$ cat src/rtl/pong_pkg.sv
// Shared state encoding, direction encoding and playfield geometry for the pong game engine.
package pong_pkg;

    typedef enum logic [1:0] {SERVE, PLAY, POINT, GAME_OVER} state_t;
    typedef enum logic {DIR_RIGHT = 1'b0, DIR_LEFT = 1'b1} xdir_t;
    typedef enum logic {DIR_DOWN = 1'b0, DIR_UP = 1'b1} ydir_t;

    localparam logic [5:0] PAD_MIN   = 6'd5;
    localparam logic [5:0] PAD_MAX   = 6'd58;
    localparam logic [5:0] PAD_H     = 6'd6;
    localparam logic [5:0] BALL_YMIN = 6'd5;
    localparam logic [5:0] BALL_YMAX = 6'd63;
    localparam logic [5:0] P1_HIT_X  = 6'd2;
    localparam logic [5:0] P2_HIT_X  = 6'd61;
    localparam logic [5:0] CTR_X     = 6'd31;
    localparam logic [5:0] CTR_Y     = 6'd34;
    localparam logic [5:0] PAD_RESET = 6'd31;

    // True when row y lies within the paddle whose top row is top.
    function automatic logic on_paddle(input logic [5:0] y, input logic [5:0] top);
        logic [6:0] bottom;
        bottom = {1'b0, top} + {1'b0, PAD_H} - 7'd1;
        return ({1'b0, y} >= {1'b0, top}) && ({1'b0, y} <= bottom);
    endfunction

endpackage

$ cat src/rtl/pong_game_engine_paddle.sv
// Paddle position register: one-row move per tick, clamped to the legal paddle range.
module pong_paddle_ctrl
    import pong_pkg::*;
(
    input  logic       clk,
    input  logic       rst,
    input  logic       tick,
    input  logic       enable,
    input  logic       restart,
    input  logic       up,
    input  logic       dn,
    output logic [5:0] top
);

    always_ff @(posedge clk or posedge rst) begin
        if (rst) begin
            top <= PAD_RESET;
        end else if (tick) begin
            if (restart) begin
                top <= PAD_RESET;
            end else if (enable && up && !dn) begin
                top <= (top <= PAD_MIN) ? PAD_MIN : top - 6'd1;
            end else if (enable && dn && !up) begin
                top <= (top >= PAD_MAX) ? PAD_MAX : top + 6'd1;
            end
        end
    end

endmodule

$ cat src/rtl/pong_game_engine.sv
// Pong game-state engine: ball, paddles, scores and serve/point/game-over flow, one step per frame tick.
module pong_game_engine
    import pong_pkg::*;
#(
    parameter int BALL_DIV   = 2,
    parameter int POINT_HOLD = 32,
    parameter int WIN_SCORE  = 7
) (
    input  logic       clk,
    input  logic       rst,
    input  logic       tick,
    input  logic       p1_up,
    input  logic       p1_dn,
    input  logic       p2_up,
    input  logic       p2_dn,
    input  logic       serve,
    output logic [5:0] bx,
    output logic [5:0] by,
    output logic [5:0] p1y,
    output logic [5:0] p2y,
    output logic [2:0] sc1,
    output logic [2:0] sc2,
    output logic       game_over,
    output logic       winner
);

    localparam int              HOLD_W    = (POINT_HOLD > 1) ? $clog2(POINT_HOLD) : 1;
    localparam logic [HOLD_W-1:0] HOLD_LAST = HOLD_W'(POINT_HOLD - 1);
    localparam logic [3:0]      DIV_LAST  = 4'(BALL_DIV - 1);
    localparam logic [2:0]      WIN_LAST  = 3'(WIN_SCORE - 1);

    state_t              state;
    xdir_t               dx;
    xdir_t               serve_dir;
    ydir_t               dy;
    logic [3:0]          div;
    logic [HOLD_W-1:0]   hold;

    xdir_t               ndx;
    ydir_t               ndy;
    logic [5:0]          nbx;
    logic [5:0]          nby;
    logic                miss_left;
    logic                miss_right;
    logic                pad_en;
    logic                pad_restart;

    assign pad_en      = (state != GAME_OVER);
    assign pad_restart = (state == GAME_OVER) && serve;

    pong_paddle_ctrl u_pad1 (
        .clk     (clk),
        .rst     (rst),
        .tick    (tick),
        .enable  (pad_en),
        .restart (pad_restart),
        .up      (p1_up),
        .dn      (p1_dn),
        .top     (p1y)
    );

    pong_paddle_ctrl u_pad2 (
        .clk     (clk),
        .rst     (rst),
        .tick    (tick),
        .enable  (pad_en),
        .restart (pad_restart),
        .up      (p2_up),
        .dn      (p2_dn),
        .top     (p2y)
    );

    // Candidate ball step; paddle tops are still the pre-move values here since they update on the same edge.
    always_comb begin
        nbx        = bx;
        ndx        = dx;
        miss_left  = 1'b0;
        miss_right = 1'b0;
        if (dx == DIR_LEFT) begin
            if (bx == P1_HIT_X) begin
                if (on_paddle(by, p1y)) begin
                    ndx = DIR_RIGHT;
                    nbx = P1_HIT_X + 6'd1;
                end else begin
                    miss_left = 1'b1;
                end
            end else begin
                nbx = bx - 6'd1;
            end
        end else begin
            if (bx == P2_HIT_X) begin
                if (on_paddle(by, p2y)) begin
                    ndx = DIR_LEFT;
                    nbx = P2_HIT_X - 6'd1;
                end else begin
                    miss_right = 1'b1;
                end
            end else begin
                nbx = bx + 6'd1;
            end
        end

        nby = by;
        ndy = dy;
        if (dy == DIR_UP) begin
            if (by == BALL_YMIN) begin
                ndy = DIR_DOWN;
                nby = BALL_YMIN + 6'd1;
            end else begin
                nby = by - 6'd1;
            end
        end else begin
            if (by == BALL_YMAX) begin
                ndy = DIR_UP;
                nby = BALL_YMAX - 6'd1;
            end else begin
                nby = by + 6'd1;
            end
        end
    end

    always_ff @(posedge clk or posedge rst) begin
        if (rst) begin
            state     <= SERVE;
            bx        <= CTR_X;
            by        <= CTR_Y;
            dx        <= DIR_RIGHT;
            dy        <= DIR_DOWN;
            serve_dir <= DIR_RIGHT;
            div       <= '0;
            hold      <= '0;
            sc1       <= '0;
            sc2       <= '0;
            game_over <= 1'b0;
            winner    <= 1'b0;
        end else if (tick) begin
            unique case (state)
                SERVE: begin
                    if (serve) begin
                        dx    <= serve_dir;
                        div   <= '0;
                        state <= PLAY;
                    end
                end
                PLAY: begin
                    if (div != DIV_LAST) begin
                        div <= div + 4'd1;
                    end else begin
                        div <= '0;
                        if (miss_left || miss_right) begin
                            // Ball stays where it was; the loser serves toward the player who just scored.
                            dy <= (dy == DIR_UP) ? DIR_DOWN : DIR_UP;
                            if (miss_right) begin
                                sc1       <= sc1 + 3'd1;
                                serve_dir <= DIR_LEFT;
                                if (sc1 == WIN_LAST) begin
                                    state     <= GAME_OVER;
                                    game_over <= 1'b1;
                                    winner    <= 1'b0;
                                end else begin
                                    hold  <= '0;
                                    state <= POINT;
                                end
                            end else begin
                                sc2       <= sc2 + 3'd1;
                                serve_dir <= DIR_RIGHT;
                                if (sc2 == WIN_LAST) begin
                                    state     <= GAME_OVER;
                                    game_over <= 1'b1;
                                    winner    <= 1'b1;
                                end else begin
                                    hold  <= '0;
                                    state <= POINT;
                                end
                            end
                        end else begin
                            bx <= nbx;
                            by <= nby;
                            dx <= ndx;
                            dy <= ndy;
                        end
                    end
                end
                POINT: begin
                    if (hold == HOLD_LAST) begin
                        bx    <= CTR_X;
                        by    <= CTR_Y;
                        state <= SERVE;
                    end else begin
                        hold <= hold + 1'b1;
                    end
                end
                GAME_OVER: begin
                    if (serve) begin
                        sc1       <= '0;
                        sc2       <= '0;
                        bx        <= CTR_X;
                        by        <= CTR_Y;
                        game_over <= 1'b0;
                        serve_dir <= DIR_RIGHT;
                        state     <= SERVE;
                    end
                end
                default: state <= SERVE;
            endcase
        end
    end

endmodule
$ cat config.mk
export PLATFORM = sky130hd
export DESIGN_NAME = pong_game_engine
export DESIGN_NICKNAME = d
export VERILOG_FILES = /design/src/rtl/pong_pkg.sv /design/src/rtl/pong_game_engine_paddle.sv /design/src/rtl/pong_game_engine.sv
export SDC_FILE = /design/constraint.sdc
export NUM_CORES = 1
export LEC_CHECK = 0
export BUFFER_PORTS_ARGS = -buffer_cell sky130_fd_sc_hd__buf_2
export CAP_MARGIN = 20
export CORE_MARGIN = 1
export CORE_UTILIZATION = 55
export CTS_BUF_LIST = sky130_fd_sc_hd__clkbuf_4 sky130_fd_sc_hd__clkbuf_8
export DETAILED_ROUTE_END_ITERATION = 7
export PLACE_DENSITY_LB_ADDON = 0.1
export SYNTH_ARGS = -nofsm -noshare
export SYNTH_HDL_FRONTEND = slang
export SYNTH_HIERARCHICAL = 1
export SYNTH_SLANG_ARGS = --single-unit
$ cat constraint.sdc
create_clock -name clk -period 3.1 [get_ports clk]
set_clock_uncertainty 0.05 [all_clocks]
set_input_delay 0.31 -clock clk [delete_from_list [all_inputs] [get_ports clk]]
set_output_delay 0.31 -clock clk [all_outputs]
set_load 0.02 [all_outputs]
; ---- Word level (Yosys, flattened, before mapping)
; Cells that the tools add are included.
[op_classes]
addsub = 16
magnitude_cmp = 8
eq_ne = 28
mux = 88
bitwise_logic = 1
reduce_logical = 38
[ops]
columns = cell, count
row1 = two-way mux 6 bit, 26
row2 = case mux 6 bit (3 select lines), 2
row3 = two-way mux 1 bit, 31
row4 = two-way mux 5 bit, 6
row5 = AND reduction 6 bit, 5
row6 = "adder 6 x 1 -> 6 bit, second input constant", 4
row7 = "subtractor 6 x 1 -> 6 bit, second input constant", 4
row8 = two-way mux 3 bit, 7
row9 = "inequality test 2 bit, second input constant", 10
row10 = "adder 6 x 3 -> 7 bit, second input constant", 2
row11 = less-or-equal comparator 6 x 7 -> 1 bit, 2
row12 = AND reduction 7 bit, 2
row13 = "subtractor 7 x 1 -> 7 bit, second input constant", 2
row14 = "== test 6 bit, second input constant", 2
row15 = greater-or-equal comparator 6 bit, 2
row16 = "greater-or-equal comparator 6 bit, second input constant", 2
row17 = "less-or-equal comparator 6 x 3 -> 1 bit, second input constant", 2
row18 = two-way mux 2 bit, 6
row19 = "inequality test 3 bit, second input constant", 4
row20 = case mux 3 bit (2 select lines), 2
row21 = logical AND 1 bit, 11
row22 = case mux 5 bit (2 select lines), 1
row23 = AND reduction 5 bit, 2
row24 = nonzero test 3 bit, 3
row25 = 24 further kinds, 39
[word_totals]
ff_bits = 46
input_bits = 8
output_inout_bits = 32
elab_cells = 193

; ---- Logic depth before layout (Yosys ltp)
; Gate-level depths: netlist (run 1).
[depth]
word_depth = 11
ltp_mapped = 12

; ---- Hierarchy
; Netlist (run 1), hierarchy kept.
[modules_own_cells]
columns = module, n_inst, cells_each, area_each_um2
row1 = pong_game_engine, 1, 370, 3035.4
row2 = pong_paddle_ctrl, 2, 78, 619.3

; ---- Worst setup path before layout (run 1)
; No wires, ideal clock.
[synth_path]
path_type = register to register
start = register u_pad2.top[1]
end = register game_over
setup_time_ns = 0.077
arrival_ns = 2.959
path_slack_ns = 0.013
stages_incl_launch_ff = 12
synth_period_minus_slack_ns = 3.087
cell_sequence = dfstp_2 -> ha_1 -> o21ai_0 -> xnor2_1 -> ha_1 -> a21o_1 -> a21oi_1 -> a21oi_1 -> a21oi_2 -> mux2_4 -> or4b_1 -> a21oi_1
[synth_via]
elab_chain_len = 11
word_cells_on_any_way = 17
cone_classes = add/sub: 2 / order compare: 2 / eq/ne: 3 / mux: 7 / reduce/logical: 3
[synth_rtl]
columns = element, line_no
row1 = start: declaration, pong_game_engine_paddle.sv:12  ; output logic [5:0] top
row2 = start signal: assignment, pong_game_engine_paddle.sv:22  ; top <= (top <= PAD_MIN) ? PAD_MIN : top - 6'd1;
row3 = start signal: assignment, pong_game_engine_paddle.sv:24  ; top <= (top >= PAD_MAX) ? PAD_MAX : top + 6'd1;
row4 = adder 6 x 3 -> 7 bit, pong_pkg.sv:22  ; bottom = {1'b0, top} + {1'b0, PAD_H} - 7'd1;
row5 = subtractor 7 x 1 -> 7 bit, pong_pkg.sv:22
row6 = less-or-equal comparator 6 x 7 -> 1 bit, pong_pkg.sv:23  ; return ({1'b0, y} >= {1'b0, top}) && ({1'b0, y} <= bottom);
row7 = logical AND 1 bit (*), pong_pkg.sv:23
row8 = two-way mux 1 bit (*), pong_game_engine.sv:92  ; if (on_paddle(by, p2y)) begin
row9 = two-way mux 1 bit (*), pong_game_engine.sv:91  ; if (bx == P2_HIT_X) begin
row10 = two-way mux 1 bit (*), pong_game_engine.sv:79  ; if (dx == DIR_LEFT) begin
row11 = two-way mux 1 bit, pong_game_engine.sv:153  ; if (miss_right) begin
row12 = two-way mux 1 bit, pong_game_engine.sv:150  ; if (miss_left || miss_right) begin
row13 = two-way mux 1 bit, pong_game_engine.sv:146  ; if (div != DIV_LAST) begin
row14 = case mux 1 bit (2 select lines), pong_game_engine.sv:137  ; unique case (state)
row15 = end signal: assignment, pong_game_engine.sv:134  ; game_over <= 1'b0;
row16 = end signal: assignment, pong_game_engine.sv:158  ; game_over <= 1'b1;
row17 = end signal: assignment, pong_game_engine.sv:169  ; game_over <= 1'b1;
row18 = end: declaration, pong_game_engine.sv:23  ; output logic game_over,
; Every way passes the cells marked *; elsewhere a longest branch is shown, timed or not. The select of a mux whose other input is x is not followed.
; A chain may end at the register's enable or synchronous reset.

; ---- Worst setup path in the final report (run 1)
[layout_path]
start = register u_pad2.top[3]
end = register game_over
; Same word-level chain as after synthesis.

==> flow_summary_export.csv, run 1 <==
group,metric,value,unit
run_status,status,"completed",
finish,n_antenna_cell,0,
global_routing,grt_max_degree,35,
sta,finalCritPeriodShare,96.8,%
floorplan,initial_core_util,58.0,%
worst_setup_path,crit_start,"u_pad2/top[3]$_DFFE_PP1P_",
finish,fillers,640,
logic_synthesis,synth_commonest_cells,"ha_1, nand2_1, a21oi_1",
floorplan,rows,31,
logic_synthesis,synth_area_per_cell,8.13,um^2
floorplan,die_h,90.2,um
worst_setup_path,r2r_setup_slack,100,ps
worst_setup_path,worstSetupStartpointType,"flip-flop",
logic_synthesis,synth_seq_cells,46,
finish,fin_area,0.00478,mm^2
clock_network,clk_pin_slew,90,ps
power,max-vdd-ir-drop,530,uV
logic_synthesis,synth_nets,583,
power,comb_power_share,64.7,%
sta,tightest_slew,668,ps
logic_synthesis,synthMostInstantiatedCell,"ha_1",
logic_synthesis,synth_top_area_cell,"dfrtp_1",
placement,globalplace.congestion,0.893,
power,swShare,49.0,%
power,switchingPower,0.00224,W
detailed_routing,num_vias,4080,
finish,layout.nets,630,
clock_network,numCtsBuffers,5,
detailed_routing,ant_nets,0,
detailed_routing,remaining_drc_errors,0,
logic_synthesis,syn_area,0.00427,mm^2
global_routing,first_global_vias,3776,
sta,fmax,0.333,GHz
detailed_routing,first_pass_iters,5,
logic_synthesis,ys_types,68,
clock_network,clock-sinks,46,
power,power,0.00457,W
logic_synthesis,synth_ff_type,"dfrtp_1",
sta,min_period,3000,ps
floorplan,coreArea,0.00737,mm^2
clock_network,cts_tree,"done",
worst_setup_path,cp_max_fo,5,
worst_setup_path,r2r-end,"game_over$_DFFE_PP0P_",
global_routing,grt_overflow_total,0,
worst_setup_path,reg2reg_depth,11,
clock_network,ctsRootBufferMaster,"clkbuf_8",
min_path,worstHoldPathType,"in -> reg",
worst_setup_path,end_kind,"flip-flop",
finish,drive_gt1_share,19.5,%
finish,fin_cells,673,
flow_run,cap_violations,0,
global_routing,grtUsageTotal,26.1,%
sta,slew_violations,0,
floorplan,io_pins,40,
power,p_leak,2.19,nW
clock_network,clockBufferDepth,2,
logic_synthesis,synth.top_cells.by_area,"dfrtp_1, ha_1, dfstp_2, a21oi_1, nand2_1",
placement,dp_cells,664,
finish,regArea,0.00117,mm^2
sta,slew_headroom,55.3,%
clock_network,htreeDepth,2,
floorplan,dieArea,0.00813,mm^2
min_path,hp-start,"tick",
global_routing,grt_pass1_wl,17600,um
placement,dp_hpwl,7740,um
finish,syn_to_final_growth,11.8,%
worst_setup_path,path_class,"reg -> reg",
detailed_routing,wl_per_cell,15.3,um
worst_setup_path,timing.rr.start,"u_pad2/top[3]$_DFFE_PP1P_",
power,power.clock.fraction,9.3,%
detailed_routing,vias_per_cell,6.06,
sta,finalHoldViolCount,0,
logic_synthesis,synth-edff-count,0,
global_routing,antenna_found_initial,0,
power,pwr-share-seq,26.0,%
logic_synthesis,yosysWarnings,6,
worst_setup_path,worst_ep_arrival_time,3190,ps
min_path,hold_path_depth,3,
power,p_int,0.00233,W
logic_synthesis,synth_cells,526,
clock_network,clock_latency,300,ps
detailed_routing,drt-initial-drc-count,263,
placement,dpl-instance-area,0.00463,mm^2
placement,port_buffers,39,
sta,setup_viol,0,
power,power_density,957,mW/mm^2
logic_synthesis,synth.top_cell.area_share,17.0,%
logic_synthesis,async_flop_share,100,%
min_path,hold_end,"hold[0]$_DFFE_PP0P_",
logic_synthesis,synth_seq_area_share,27.4,%
clock_network,post_cts.repair.setup_buffers,0,
worst_setup_path,cp.required,3290,ps
sta,tns,0,ps
floorplan,die_w,90.2,um
detailed_routing,drt-total-wl,10300,um
finish,multi_input_area,0.00285,mm^2
## flip-flops by register name, indices dropped and copies added, names as in the netlist, 3 cells and up
signal,count
u_pad2/top,6
u_pad1/top,6
hold,5
div,4
sc1,3
sc2,3
bx,6
by,6
## how the worst max path moves through the flow
stage | end | depth (start not counted)
global placement | game_over$_DFFE_PP0P_ | 11
finish | game_over$_DFFE_PP0P_ | 11
detailed placement | game_over$_DFFE_PP0P_ | 11
CTS | game_over$_DFFE_PP0P_ | 11
global route | game_over$_DFFE_PP0P_ | 11
floorplan | game_over$_DFFE_PP0P_ | 11
## power groups by stage
stage	Clock (W)	Sequential, W	Combinational (W)
after floorplan	0	0.00133	0.00200
after CTS	0.000434	0.00118	0.00289
after detailed placement	0	0.00119	0.00286
after global routing	0.000453	0.00123	0.00334
after global placement	0	0.00118	0.00278
final	0.000423	0.00119	0.00296
## per-layer routing
metal	routed length (um)	GRT usage [%]	share of wire, %	vias up
li1	-	-	-	2004
met1	4720	35.3	46	1933
met2	4980	44.6	48	129
met3	498	2.79	4.8	14
met4	127	6.72	1.2	0
met5	0	0	0	-
## per-stage QoR
step	hold slack, ps	worst slack (ps)	util (%)
after global placement	207	89.9	62.9
after global routing	408	-14.6	64.8
after CTS	380	8.45	64.4
after detailed placement	213	24.9	62.9
final	401	98.7	64.8
after floorplan	47.3	13.2	-
## timing repair
| item | in CTS | in global routing |
|---|---|---|
| setup endpoints to repair | 1 | 21 |
| endpoints found under the hold margin | 2 | 0 |
| hold buffers | 1 | 0 |
| gates resized for setup | 0 | 8 |
| pin swaps | 1 | 6 |
## critical path, cell delays in order, from the launching register on
cell	delay, ps
dfstp_2	580
inv_1	100
nor3_2	220
xnor2_1	90
ha_1	320
nand3_1	100
o21ai_0	220
a21oi_2	80
a21oi_2	200
mux2_4	330
or4b_1	510
a21oi_1	130
## cells in the final DEF (no fill, tap or decap), types with 4 or more instances in the layout
master	count
a21oi_1	41
a21oi_2	5
xnor2_1	11
dfstp_2	17
nand2_1	45
ha_1	48
a21o_1	8
nand3_1	24
and3_1	8
o22ai_1	4
clkbuf_8	7
o21ai_0	28
nand3b_1	9
or2b_2	4
o211ai_1	6
nand4_1	8
o31ai_1	5
o21a_1	5
buf_4	22
or3_1	7
xor2_1	6
a22o_1	4
buf_2	39
dfrtp_1	29
inv_1	40
nor2b_1	5
a31oi_1	13
o22a_1	5
nor3_1	18
nor2_1	37
o2111ai_1	6
## cells by family after synthesis
kind of cell	synth area share, %
simple gates	22.7
compound gates	23.9
buf+inv	6.50
fa+ha+maj	14.3
flops	27.4
xor+xnor	3.48
mux	1.58
## layout make-up
| cell class | instances | area share [%] |
|---|---|---|
| Timing Repair Buffer | 62 | 7.75 |
| Inverter | 41 | 3.22 |
| Sequential cell | 46 | 24.5 |
| Clock inverter | 1 | 0.183 |
| Multi-Input combinational cell | 417 | 59.7 |
| Clock buffer | 7 | 2.02 |
| Tap cell | 99 | 2.59 |
Note: power is estimated with default switching activity, not from simulation.
==> run 2, diff against run 1 <==
--- a/config.mk
+++ b/config.mk
@@ -5,7 +5,7 @@
 export SDC_FILE = /design/constraint.sdc
 export NUM_CORES = 1
 export LEC_CHECK = 0
-export BUFFER_PORTS_ARGS = -buffer_cell sky130_fd_sc_hd__buf_2
+export BUFFER_PORTS_ARGS = -buffer_cell sky130_fd_sc_hd__clkbuf_2
 export CAP_MARGIN = 20
 export CORE_MARGIN = 1
 export CORE_UTILIZATION = 55
==> flow_summary_export.csv, run 2 (same netlist as run 1, synthesis figures left out) <==
group,metric,value,unit
run_status,status,"completed",
worst_setup_path,r2r_setup_slack,110,ps
clock_network,clock-sinks,46,
power,max-vdd-ir-drop,552,uV
sta,rsz0062_at_grt,"yes",
placement,port_buffers,39,
worst_setup_path,crit_path_max_incr_delay,560,ps
detailed_routing,first_pass_iters,4,
finish,syn_to_final_growth,13.1,%
finish,layout_commonest_cell,"ha_1",
finish,fillers,643,
detailed_routing,num_vias,4059,
power,switchingPower,0.00228,W
detailed_routing,wl_per_cell,15.3,um
detailed_routing,drt-total-wl,10400,um
clock_network,ctsRootBufferMaster,"clkbuf_8",
worst_setup_path,timing.rr.start,"u_pad2/top[0]$_DFFE_PP1P_",
placement,globalplace.congestion,0.906,
worst_setup_path,worst_ep_arrival_time,3180,ps
sta,slew_headroom,53.5,%
floorplan,dieArea,0.00813,mm^2
clock_network,clk_pin_slew,90,ps
worst_setup_path,cp_max_fo,4,
detailed_routing,ant_nets,0,
detailed_routing,drt-initial-drc-count,167,
finish,n_antenna_cell,0,
detailed_routing,vias_per_cell,5.96,
power,p_int,0.00236,W
worst_setup_path,cp_slowest_cell,"dfstp_2",
floorplan,die_h,90.2,um
floorplan,initial_core_util,58.0,%
worst_setup_path,reg2reg_depth,11,
sta,tightest_slew,694,ps
sta,tns,0,ps
sta,fmax,0.334,GHz
clock_network,clock_latency,310,ps
sta,slew_violations,0,
power,power.clock.fraction,8.6,%
clock_network,numCtsBuffers,5,
placement,dp_hpwl,7850,um
sta,finalHoldViolCount,0,
worst_setup_path,end_kind,"flip-flop",
min_path,worstHoldPathType,"in -> async",
power,power_density,959,mW/mm^2
finish,drive_gt1_share,20.4,%
floorplan,die_w,90.2,um
floorplan,rows,31,
global_routing,grt_overflow_total,0,
floorplan,io_pins,40,
worst_setup_path,r2r-end,"game_over$_DFFE_PP0P_",
clock_network,clockBufferDepth,2,
worst_setup_path,cp.required,3290,ps
worst_setup_path,cp_cell_sequence,"ha_1 > o21ai_0 > xnor2_1 > ha_1 > a21o_1 > a21oi_2 > a21oi_4 > a21oi_4 > mux2_4 > or4b_1 > a21oi_1",
worst_setup_path,crit_family,"compound AO/OA/AOI/OAI gates",
power,p_leak,2.23,nW
sta,setup_viol,0,
placement,pre_cts_ws,55.7,ps
worst_setup_path,crit_start,"u_pad2/top[0]$_DFFE_PP1P_",
worst_setup_path,path_class,"reg -> reg",
worst_setup_path,critPathBufInv,0,
power,comb_power_share,66.5,%
finish,layout_common_cells,"ha_1, nand2_1, a21oi_1",
power,pwr-share-seq,24.9,%
floorplan,coreArea,0.00737,mm^2
finish,fin_area,0.00483,mm^2
sta,min_period,2990,ps
finish,multi_input_area,0.00286,mm^2
sta,worst_slack,108,ps
global_routing,first_global_vias,3779,
global_routing,grtUsageTotal,26.3,%
placement,dpl-instance-area,0.00466,mm^2
power,swShare,49.2,%
detailed_routing,remaining_drc_errors,0,
flow_run,cap_violations,0,
worst_setup_path,worstSetupStartpointType,"flip-flop",
global_routing,grt_max_degree,35,
global_routing,grt_pass1_wl,17800,um
clock_network,cts_tree,"done",
finish,layout.nets,638,
finish,regArea,0.00117,mm^2
clock_network,htreeDepth,2,
global_routing,antenna_found_initial,0,
sta,finalCritPeriodShare,96.5,%
-- run 2: through the flow --
stage	instances	power (W)	hold slack [ps]	utilization [%]
after floorplan	526	0.00332	47.3	-
after global placement	667	0.00398	197	63.2
after detailed placement	667	0.00408	197	63.2
after CTS	676	0.00450	417	64.6
after global routing	681	0.00509	456	65.6
final	681	0.00464	419	65.6
-- run 2: how the worst max path moves through the flow --
stage,cells past startpoint,to,slack [ps]
2_1_floorplan,11,game_over$_DFFE_PP0P_,10
3_3_place_gp,11,game_over$_DFFE_PP0P_,140
3_5_place_dp,11,game_over$_DFFE_PP0P_,60
4_1_cts,11,game_over$_DFFE_PP0P_,50
5_1_grt,11,game_over$_DFFE_PP0P_,-60
6_report,11,game_over$_DFFE_PP0P_,110
-- run 2: final cells by class --
class                           instances  share of cell area [%]
Multi-Input combinational cell        417                    59.1
Sequential cell                        46                    24.3
Timing Repair Buffer                   70                    8.91
Inverter                               41                    3.18
Tap cell                               99                    2.56
Clock buffer                            6                    1.71
Clock inverter                          2                   0.259
-- run 2: routing by layer --
| metal | track usage (%) | part of all wire [%] |
|---|---|---|
| met1 | 35.2 | 47 |
| met2 | 43.8 | 47 |
| met3 | 3.55 | 5.2 |
| met4 | 8.87 | 1.5 |
| met5 | 0 | 0 |
-- run 2: worst reg2reg max path, stage by stage, from the launching register on --
cell and delay, ps:
dfstp_2 560, ha_1 160, o21ai_0 100, xnor2_1 150, ha_1 300, a21o_1 180
a21oi_2 200, a21oi_4 100, a21oi_4 160, mux2_4 330, or4b_1 510, a21oi_1 140
-- run 2: timing repair --
action | in CTS | in global routing
setup buffers | 0 | 5
hold buffers | 1 | 0
resized for setup | 0 | 9
endpoints found under the setup margin | 0 | 14
hold endpoints to repair | 2 | 0
-- run 2: power by group through the flow --
| stage | sequential (W) | clock [W] | combinational [W] |
|---|---|---|---|
| 2_1_floorplan | 0.00133 | 0 | 0.00200 |
| 3_3_place_gp | 0.00116 | 0 | 0.00282 |
| 3_5_place_dp | 0.00118 | 0 | 0.00290 |
| 4_1_cts | 0.00116 | 0.000410 | 0.00292 |
| 5_1_grt | 0.00119 | 0.000433 | 0.00346 |
| 6_report | 0.00115 | 0.000399 | 0.00308 |
